<file path="config.mk">
export PLATFORM = sky130hd
export DESIGN_NAME = uart_tx
export DESIGN_NICKNAME = d
export VERILOG_FILES = /design/src/rtl/uart_pkg.sv /design/src/rtl/baud_tick_gen.sv /design/src/rtl/uart_tx.sv
export SDC_FILE = /design/constraint.sdc
export NUM_CORES = 1
export LEC_CHECK = 0
export BUFFER_PORTS_ARGS = -buffer_cell sky130_fd_sc_hd__buf_4
export CORE_MARGIN = 3
export CORE_UTILIZATION = 40
export CTS_CLUSTER_SIZE = 8
export DETAILED_ROUTE_END_ITERATION = 12
export MAX_ROUTING_LAYER = met4
export SYNTH_ARGS = -nofsm -noshare
export SYNTH_HDL_FRONTEND = slang
export SYNTH_HIERARCHICAL = 1
export SYNTH_SLANG_ARGS = --single-unit
export TNS_END_PERCENT = 100
</file>
<file path="constraint.sdc">
create_clock -name clk -period 7.8 [get_ports clk]
set_clock_uncertainty 0.15 [all_clocks]
set_input_delay 0.78 -clock clk [delete_from_list [all_inputs] [get_ports clk]]
set_output_delay 0.78 -clock clk [all_outputs]
set_load 0.01 [all_outputs]
</file>
<file path="src/rtl/uart_pkg.sv">
// Shared UART constants and state encoding, common to the transmitter and
// the receiver.
package uart_pkg;

  localparam logic [1:0] STATE_IDLE  = 2'd0;
  localparam logic [1:0] STATE_START = 2'd1;
  localparam logic [1:0] STATE_DATA  = 2'd2;
  localparam logic [1:0] STATE_STOP  = 2'd3;

  localparam int OVERSAMPLE = 16;
  localparam int DATA_BITS  = 8;
  localparam int OS_W       = $clog2(OVERSAMPLE);
  localparam int BIT_W      = $clog2(DATA_BITS);

  typedef enum logic [1:0] {
    IDLE  = STATE_IDLE,
    START = STATE_START,
    DATA  = STATE_DATA,
    STOP  = STATE_STOP
  } uart_state_e;

endpackage

</file>
<file path="src/rtl/baud_tick_gen.sv">
// Oversample tick generator: one-cycle tick every DIV clocks, with a
// synchronous clear so a frame can start on a fresh tick boundary.
module baud_tick_gen #(
  parameter int DIV = 1
) (
  input  logic clk,
  input  logic reset,
  input  logic clear,
  output logic tick
);

  localparam int            CW   = (DIV > 1) ? $clog2(DIV) : 1;
  localparam logic [CW-1:0] LAST = CW'(DIV - 1);

  logic [CW-1:0] cnt_q;
  logic [CW-1:0] cnt_d;

  // Divider next-count and tick decode.
  always_comb begin
    tick  = (cnt_q == LAST);
    cnt_d = cnt_q;
    if (clear) begin
      cnt_d = '0;
    end else if (tick) begin
      cnt_d = '0;
    end else begin
      cnt_d = cnt_q + CW'(1);
    end
  end

  // Divider count register.
  always_ff @(posedge clk or posedge reset) begin
    if (reset) begin
      cnt_q <= '0;
    end else begin
      cnt_q <= cnt_d;
    end
  end

endmodule

</file>
<file path="src/rtl/uart_tx.sv">
// 8N1 UART transmitter: pops one byte from the TX FIFO when idle and
// serialises it as start bit, eight data bits LSB first, and stop bit.
module uart_tx
  import uart_pkg::*;
#(
  parameter int CLK_FREQ  = 100_000_000,
  parameter int BAUD_RATE = 9600
) (
  input  logic       clk,
  input  logic       reset,
  input  logic       fifo_empty,
  input  logic [7:0] fifo_rdata,
  output logic       fifo_rd_en,
  output logic       tx,
  output logic       tx_busy,
  output logic       tx_done
);

  localparam int DIV = CLK_FREQ / (BAUD_RATE * OVERSAMPLE);

  localparam logic [OS_W-1:0]  OS_LAST  = OS_W'(OVERSAMPLE - 1);
  localparam logic [BIT_W-1:0] BIT_LAST = BIT_W'(DATA_BITS - 1);

  uart_state_e          state_q, state_d;
  logic [DATA_BITS-1:0] shift_q, shift_d;
  logic [BIT_W-1:0]     bit_idx_q, bit_idx_d;
  logic [OS_W-1:0]      os_cnt_q, os_cnt_d;
  logic                 tx_q, tx_d;
  logic                 tx_busy_q, tx_busy_d;
  logic                 tx_done_q, tx_done_d;
  logic                 tick;
  logic                 div_clear;
  logic                 bit_end;

  baud_tick_gen #(
    .DIV (DIV)
  ) u_baud_tick_gen (
    .clk   (clk),
    .reset (reset),
    .clear (div_clear),
    .tick  (tick)
  );

  // Frame sequencing, pop strobe and next values of the registered outputs.
  always_comb begin
    state_d    = state_q;
    shift_d    = shift_q;
    bit_idx_d  = bit_idx_q;
    os_cnt_d   = os_cnt_q;
    div_clear  = 1'b0;
    fifo_rd_en = 1'b0;
    tx_done_d  = 1'b0;
    bit_end    = tick && (os_cnt_q == OS_LAST);

    if ((state_q != IDLE) && tick) begin
      os_cnt_d = os_cnt_q + OS_W'(1);
    end else begin
      os_cnt_d = os_cnt_q;
    end

    case (state_q)
      IDLE: begin
        if (!fifo_empty) begin
          fifo_rd_en = 1'b1;
          shift_d    = fifo_rdata;
          bit_idx_d  = '0;
          os_cnt_d   = '0;
          div_clear  = 1'b1;
          state_d    = START;
        end else begin
          state_d = IDLE;
        end
      end
      START: begin
        if (bit_end) begin
          state_d = DATA;
        end else begin
          state_d = START;
        end
      end
      DATA: begin
        if (bit_end) begin
          shift_d = {1'b0, shift_q[DATA_BITS-1:1]};
          if (bit_idx_q == BIT_LAST) begin
            state_d = STOP;
          end else begin
            bit_idx_d = bit_idx_q + BIT_W'(1);
          end
        end else begin
          state_d = DATA;
        end
      end
      STOP: begin
        if (bit_end) begin
          state_d   = IDLE;
          tx_done_d = 1'b1;
        end else begin
          state_d = STOP;
        end
      end
      default: begin
        state_d = IDLE;
      end
    endcase

    // Outputs are registered, so they are decoded from the next state.
    case (state_d)
      IDLE:    tx_d = 1'b1;
      START:   tx_d = 1'b0;
      DATA:    tx_d = shift_d[0];
      STOP:    tx_d = 1'b1;
      default: tx_d = 1'b1;
    endcase
    tx_busy_d = (state_d != IDLE);
  end

  // State, datapath and output registers.
  always_ff @(posedge clk or posedge reset) begin
    if (reset) begin
      state_q   <= IDLE;
      shift_q   <= '0;
      bit_idx_q <= '0;
      os_cnt_q  <= '0;
      tx_q      <= 1'b1;
      tx_busy_q <= 1'b0;
      tx_done_q <= 1'b0;
    end else begin
      state_q   <= state_d;
      shift_q   <= shift_d;
      bit_idx_q <= bit_idx_d;
      os_cnt_q  <= os_cnt_d;
      tx_q      <= tx_d;
      tx_busy_q <= tx_busy_d;
      tx_done_q <= tx_done_d;
    end
  end

  assign tx      = tx_q;
  assign tx_busy = tx_busy_q;
  assign tx_done = tx_done_q;

endmodule

</file>
==> results of run 1 <==
## registers in the layout (all words and copies together) (netlist names)
name / cells
bit_idx_q: 3
tx_busy: 1
shift_q: 8
state_q: 2
tx: 1
u_baud_tick_gen/cnt_q: 10
os_cnt_q: 4
tx_done: 1
## area by class of cell
cell class | count | area (um^2) | share of cell area
timing repair buffer | 14 | 105 | 0.0582
clock inverter | 1 | 5.00 | 0.00277
tap | 48 | 60.1 | 0.0333
sequential | 30 | 752 | 0.416
multi-input combinational | 104 | 774 | 0.429
clock buffer | 7 | 86.3 | 0.0478
inverter | 6 | 22.5 | 0.0125
## metrics by stage
stage               power (W)  cells  area [um^2]  setup WS, ns   util
global route         0.000435    210         1810          4.59  0.482
finish               0.000407    210         1810          4.82  0.482
global placement     0.000277    202         1710          4.95  0.458
floorplan            0.000258    145         1600          5.11      -
detailed placement   0.000282    202         1710          4.83  0.458
CTS                  0.000413    210         1810          4.81  0.482
## kinds of logic (layout without fill, tap and decap cells)
family,count (synthesis),count (layout),share of synthesized area
and+or+nand+nor,54,54,0.211
AOI/OAI and AO/OA,36,36,0.178
DFF,30,30,0.470
buffers and inverters,11,28,0.0454
adders and majority gates,8,8,0.0626
xor gates and xnor gates,6,6,0.0329
## metal layers
metal | vias to the layer above | routed length [um] | track usage
li1 | 571 | - | -
met1 | 584 | 1430 | 0.174
met2 | 17 | 1580 | 0.230
met3 | 4 | 84 | 0.0435
met4 | 0 | 30 | 0.0629
met5 | - | 0 | -
## worst reg2reg max path: cells and delay by family, from the launching register on
kind                       cells  cell delay (ns)
adders and majority gates      2             0.45
DFF                            1             0.42
xor gates and xnor gates       1             0.20
AOI/OAI and AO/OA              2             0.43
and+or+nand+nor                4             1.17
buffers and inverters          1             0.08
## where the power goes
part | internal, W | switching, W | total (W) | leakage [nW]
registers | 0.000183 | 0.0000346 | 0.000217 | 0.373
logic | 0.0000306 | 0.0000322 | 0.0000628 | 0.380
clock network | 0.0000710 | 0.0000558 | 0.000127 | 0.0482
## worst paths after layout
check | startpoint | to | slack [ns]
max reg2reg | u_baud_tick_gen/cnt_q[0]$_DFF_PP0_ | tx$_DFF_PP1_ | 4.82
min reg2reg | shift_q[5]$_DFFE_PP0P_ | shift_q[5]$_DFFE_PP0P_ | 0.36
min in group clk | shift_q[5]$_DFFE_PP0P_ | shift_q[5]$_DFFE_PP0P_ | 0.36
max in group asynchronous | reset | state_q[0]$_DFF_PP0_ | 6.51
max | u_baud_tick_gen/cnt_q[0]$_DFF_PP0_ | tx$_DFF_PP1_ | 4.82
min | reset | u_baud_tick_gen/cnt_q[4]$_DFF_PP0_ | 0.33
## layout by cell type, fill, tap and decap left out, types with 6 or more instances in the layout
cell type	instances
nand2_1	8
and2_1	6
nand3_1	7
buf_4	14
ha_1	8
clkbuf_8	6
inv_1	6
a21oi_1	7
dfrtp_1	29
nor2_1	8
a221o_1	7
==> impl_metrics.csv, run 1 <==
group,metric,value,unit
critical_path,critPathKind,"flip-flop to flip-flop",
cells_and_area,nets,180,
placement,gp_congestion,0.818,
floorplanning,rows,22,
global_routing,grt_pass1_vias,1219,
timing,grt_setup_unrepaired,"false",
flow_run,maxCapViolCount,0,
critical_path,crit_path_top_delay_cell,"dfrtp_1",
cells_and_area,drive_gt1_frac,0.228,
logic_synthesis,syn_area,1600,um^2
worst_hold_path,hold_path_class,"input pin to async pin",
critical_path,path_cells,"inv_1 -> ha_1 -> nor4bb_1 -> and4_1 -> and4_4 -> nand2_1 -> xor2_1 -> ha_1 -> a21boi_2 -> a311oi_2",
clocking,clk_pin_slew_worst_paths,0.07,ns
floorplanning,dieArea,4790,um^2
critical_path,rr_worst_depth,10,
critical_path,cp-start-kind,"flip-flop",
logic_synthesis,synthArstFlopShare,1.00,
placement,place_hpwl,2200,um
logic_synthesis,ys.flop_type,"dfrtp_1",
clocking,cts_resized,0,
logic_synthesis,synth.area.top_cells,"dfrtp_1 45%, ha_1 6.3%, a221o_1 4.4%",
critical_path,path_max_fanout,8,
timing,setup-violations-final,0,
pwr,p_leak,0.801,nW
timing,hold_violations,0,
logic_synthesis,syn_nets,164,
floorplanning,ios,15,
pwr,worst_ir_drop_vdd,0.127,mV
clocking,htreeDepth,2,
cells_and_area,antenna_cells,0,
critical_path,critPathBufInv,1,
clocking,cts_root_buf,"clkbuf_8",
critical_path,crit_arrival,3.03,ns
timing,fin_tns_setup,0,ns
floorplanning,core-area,3740,um^2
clocking,cts_buffers,5,
pwr,p_per_area,225,nW/um^2
routing,first_iter_violations,57,
logic_synthesis,yosysWarnings,6,
timing,slew_viol_final,0,
clocking,cts.sinks,30,
logic_synthesis,synth_seq_cells,30,
timing,max_freq,0.335,GHz
routing,num_vias,1176,
critical_path,max_stage_delay,0.42,ns
critical_path,critPathMostFrequentCell,"ha_1",
placement,io_buffers,14,
routing,drc,0,
global_routing,gr-total-overflow,0,
routing,ant_nets,0,
critical_path,cp-end-kind,"flip-flop",
timing,maxSlewHeadroom,0.483,
routing,routed_wirelength,3120,um
logic_synthesis,yosysMostFrequentCell,"dfrtp_1",
timing,period_minus_slack,2.98,ns
floorplanning,initial_core_util,0.427,
floorplanning,die_y,69.2,um
clocking,cts_tree,"built",
clocking,holdBufCountCts,0,
logic_synthesis,synth_cells,145,
routing,wl_per_cell,14.9,um
logic_synthesis,synth_edf_count,0,
routing,viasPerCell,5.60,
logic_synthesis,ys_types,48,
logic_synthesis,synth_area_leader_cell,"dfrtp_1",
critical_path,path_delay_family,"simple AND/OR/NAND/NOR gates",
global_routing,antenna_found_initial,0,
global_routing,grt_max_degree,21,
timing,whs,0.327,ns
logic_synthesis,yosysSeqAreaShare,0.470,
critical_path,cp_data_required_time,7.85,ns
floorplanning,die_w,69.2,um
global_routing,track_usage,0.146,
logic_synthesis,synth_top_cell_area_share,0.454,
global_routing,grt_pass1_wl,5490,um
clocking,cts_setup_buffers,0,
clocking,clock_path_buffers,2,
routing,drt_first_pass_iters,4,
cells_and_area,nFillCells,374,
logic_synthesis,ys_top_cells_by_count,"29 x dfrtp_1, 8 x ha_1, 8 x nand2_1, 8 x nor2_1",
status,outcome,"finished, final reports clean",
cells_and_area,syn_to_final_growth,12.9,%
timing,period_share,0.382,
logic_synthesis,syn-mean-instance-area,11.0,um^2
timing,worst_pin_slew,0.775,ns
clocking,insertion_delay,0.28,ns
critical_path,critical_path_cell_count,10,
Note: power is estimated with default switching activity, not from simulation.
==> run 2: changes to the inputs <==
Clock period 7.8 ns to 2.42 ns, I/O delays scaled along.
==> run 2 against run 1 <==
  * The run now ends with negative setup slack left
  * Clock power grew to 3.7 times the previous value
  * First-iteration DRC count up 33%
  * Global-route usage hardly changed
  * Clock-buffer cell count rose by 1
  * Flip-flop and latch count did not move
==> impl_metrics.csv, run 2 (synthesized netlist as in run 1, its figures left out) <==
group,metric,value,unit
status,violations,"negative setup slack",
critical_path,path_delay_family,"simple AND/OR/NAND/NOR gates",
critical_path,crit_path_top_delay_cell,"dfrtp_1",
cells_and_area,top_register,"u_baud_tick_gen/cnt_q",
global_routing,track_usage,0.147,
cells_and_area,reg_top3,"u_baud_tick_gen/cnt_q: 10 flops, shift_q: 8 flops, os_cnt_q: 4 flops",
routing,routed_wirelength,3180,um
floorplanning,rows,22,
critical_path,critPathKind,"flip-flop to flip-flop",
worst_hold_path,hold_path_class,"input pin to flip-flop",
placement,gp_congestion,0.852,
cells_and_area,antenna_cells,0,
routing,wl_per_cell,14.3,um
cells_and_area,final_common_cell,"dfrtp_1",
timing,max_freq,0.407,GHz
cells_and_area,final_cell_area,1960,um^2
floorplanning,die_w,69.2,um
critical_path,r2r-end,"tx$_DFF_PP1_",
critical_path,path_max_fanout,4,
routing,first_iter_violations,76,
critical_path,cp_data_required_time,2.46,ns
placement,place_area,1820,um^2
clocking,cts.sinks,30,
cells_and_area,syn_to_final_growth,22.4,%
placement,io_buffers,14,
worst_hold_path,hold_end,"shift_q[7]$_DFFE_PP0P_",
global_routing,grt_max_degree,21,
pwr,p_leak,0.880,nW
routing,num_vias,1224,
timing,maxSlewHeadroom,0.471,
timing,grt_setup_unrepaired,"true",
timing,slew_viol_final,0,
pwr,worst_ir_drop_vdd,0.553,mV
cells_and_area,nFillCells,349,
timing,hold_violations,0,
timing,setup-violations-final,1,
cells_and_area,final_cell_mix,"29 x dfrtp_1, 26 x buf_4, 8 x nor2_1, 8 x ha_1, 8 x clkbuf_8",
global_routing,grt_pass1_vias,1161,
worst_hold_path,holdCritStartpoint,"fifo_rdata[7]",
pwr,p_total,0.00146,W
timing,worst_pin_slew,0.792,ns
global_routing,antenna_found_initial,0,
timing,period_minus_slack,2.46,ns
floorplanning,dieArea,4790,um^2
timing,fin_tns_setup,-0.0360,ns
status,outcome,"finished, violations left",
critical_path,max_stage_delay,0.38,ns
routing,ant_nets,0,
floorplanning,ios,15,
clocking,insertion_delay,0.28,ns
critical_path,r2r-start,"u_baud_tick_gen/cnt_q[0]$_DFF_PP0_",
critical_path,path_cells,"inv_1 -> ha_1 -> nor4bb_4 -> and4_4 -> and4_4 -> nand2_4 -> xor2_2 -> ha_1 -> a21boi_2 -> a311oi_2",
floorplanning,die_y,69.2,um
global_routing,gr-total-overflow,0,
placement,dp_slack,-0.0585,ns
critical_path,crit_arrival,2.49,ns
routing,drc,0,
floorplanning,core-area,3740,um^2
floorplanning,initial_core_util,0.427,
clocking,htreeDepth,2,
pwr,p_per_area,746,nW/um^2
routing,viasPerCell,5.49,
critical_path,rr_worst_depth,10,
cells_and_area,largest_register_ff_count,10,
global_routing,grt_pass1_wl,5460,um
clocking,cts_root_buf,"clkbuf_8",
clocking,clock_path_buffers,2,
timing,period_share,1.01,
clocking,clk_pin_slew_worst_paths,0.07,ns
flow_run,maxCapViolCount,0,
critical_path,critPathBufInv,1,
clocking,cts_tree,"built",
cells_and_area,nets,193,
routing,drt_first_pass_iters,4,
critical_path,cp-end-kind,"flip-flop",
cells_and_area,drive_gt1_frac,0.309,
worst_hold_path,hold-path-cell-count,3,
critical_path,cp-start-kind,"flip-flop",
timing,setup_ws,-0.0360,ns
clocking,cts_buffers,5,
critical_path,rrSetupSlack,-0.04,ns
placement,place_hpwl,2260,um
## run 2: worst max-delay path by stage
stage                                            start  depth (start not counted)      endpoint
detailed placement  u_baud_tick_gen/cnt_q[0]$_DFF_PP0_                         10  tx$_DFF_PP1_
finish              u_baud_tick_gen/cnt_q[0]$_DFF_PP0_                         10  tx$_DFF_PP1_
CTS                 u_baud_tick_gen/cnt_q[0]$_DFF_PP0_                         10  tx$_DFF_PP1_
global placement    u_baud_tick_gen/cnt_q[0]$_DFF_PP0_                         10  tx$_DFF_PP1_
global route        u_baud_tick_gen/cnt_q[0]$_DFF_PP0_                         10  tx$_DFF_PP1_
floorplan           u_baud_tick_gen/cnt_q[0]$_DFF_PP0_                         10  tx$_DFF_PP1_
## run 2: stage by stage
step	utilization	std cells	hold WS [ns]
4_1_cts	0.523	223	0.0219
3_5_place_dp	0.487	213	0.114
6_report	0.523	223	0.0292
5_1_grt	0.523	223	0.0247
2_1_floorplan	-	145	-0.0678
3_3_place_gp	0.487	213	0.104
## run 2: layer usage
layer  GRT usage  wire, um  vias up
met5           -         0        -
met4      0.0521        40        0
met3      0.0493       118        6
met2       0.209      1510       23
met1       0.195      1520      596
li1            -         -      599
## run 2: final cells by class
class	count	area, um^2	share of cell area
Tap cell	48	60.1	0.0307
Timing Repair Buffer	27	205	0.105
Multi-Input combinational cell	104	807	0.412
Clock buffer	8	110	0.0563
Inverter	6	22.5	0.0115
Sequential cell	30	752	0.384
## run 2: repair_timing
action,4_1_cts,5_1_grt
resized for setup,1,0
hold endpoints to repair,14,0
pin swaps,3,2
hold buffers,1,0
setup endpoints to repair,1,1
buffers inserted,1,0
gates cloned,0,0
## run 2: power by group
| part | internal (W) | leakage (nW) | switching (W) |
|---|---|---|---|
| Combinational | 0.000165 | 0.449 | 0.000154 |
| Sequential | 0.000589 | 0.373 | 0.0000760 |
| Clock | 0.000287 | 0.0575 | 0.000189 |
## run 2: worst register-to-register path: stages, from the launching register on
cell and delay (ns):
dfrtp_1 0.38, inv_1 0.06, ha_1 0.15, nor4bb_4 0.21, and4_4 0.27, and4_4 0.24, nand2_4 0.07, xor2_2 0.17
ha_1 0.31, a21boi_2 0.16, a311oi_2 0.21
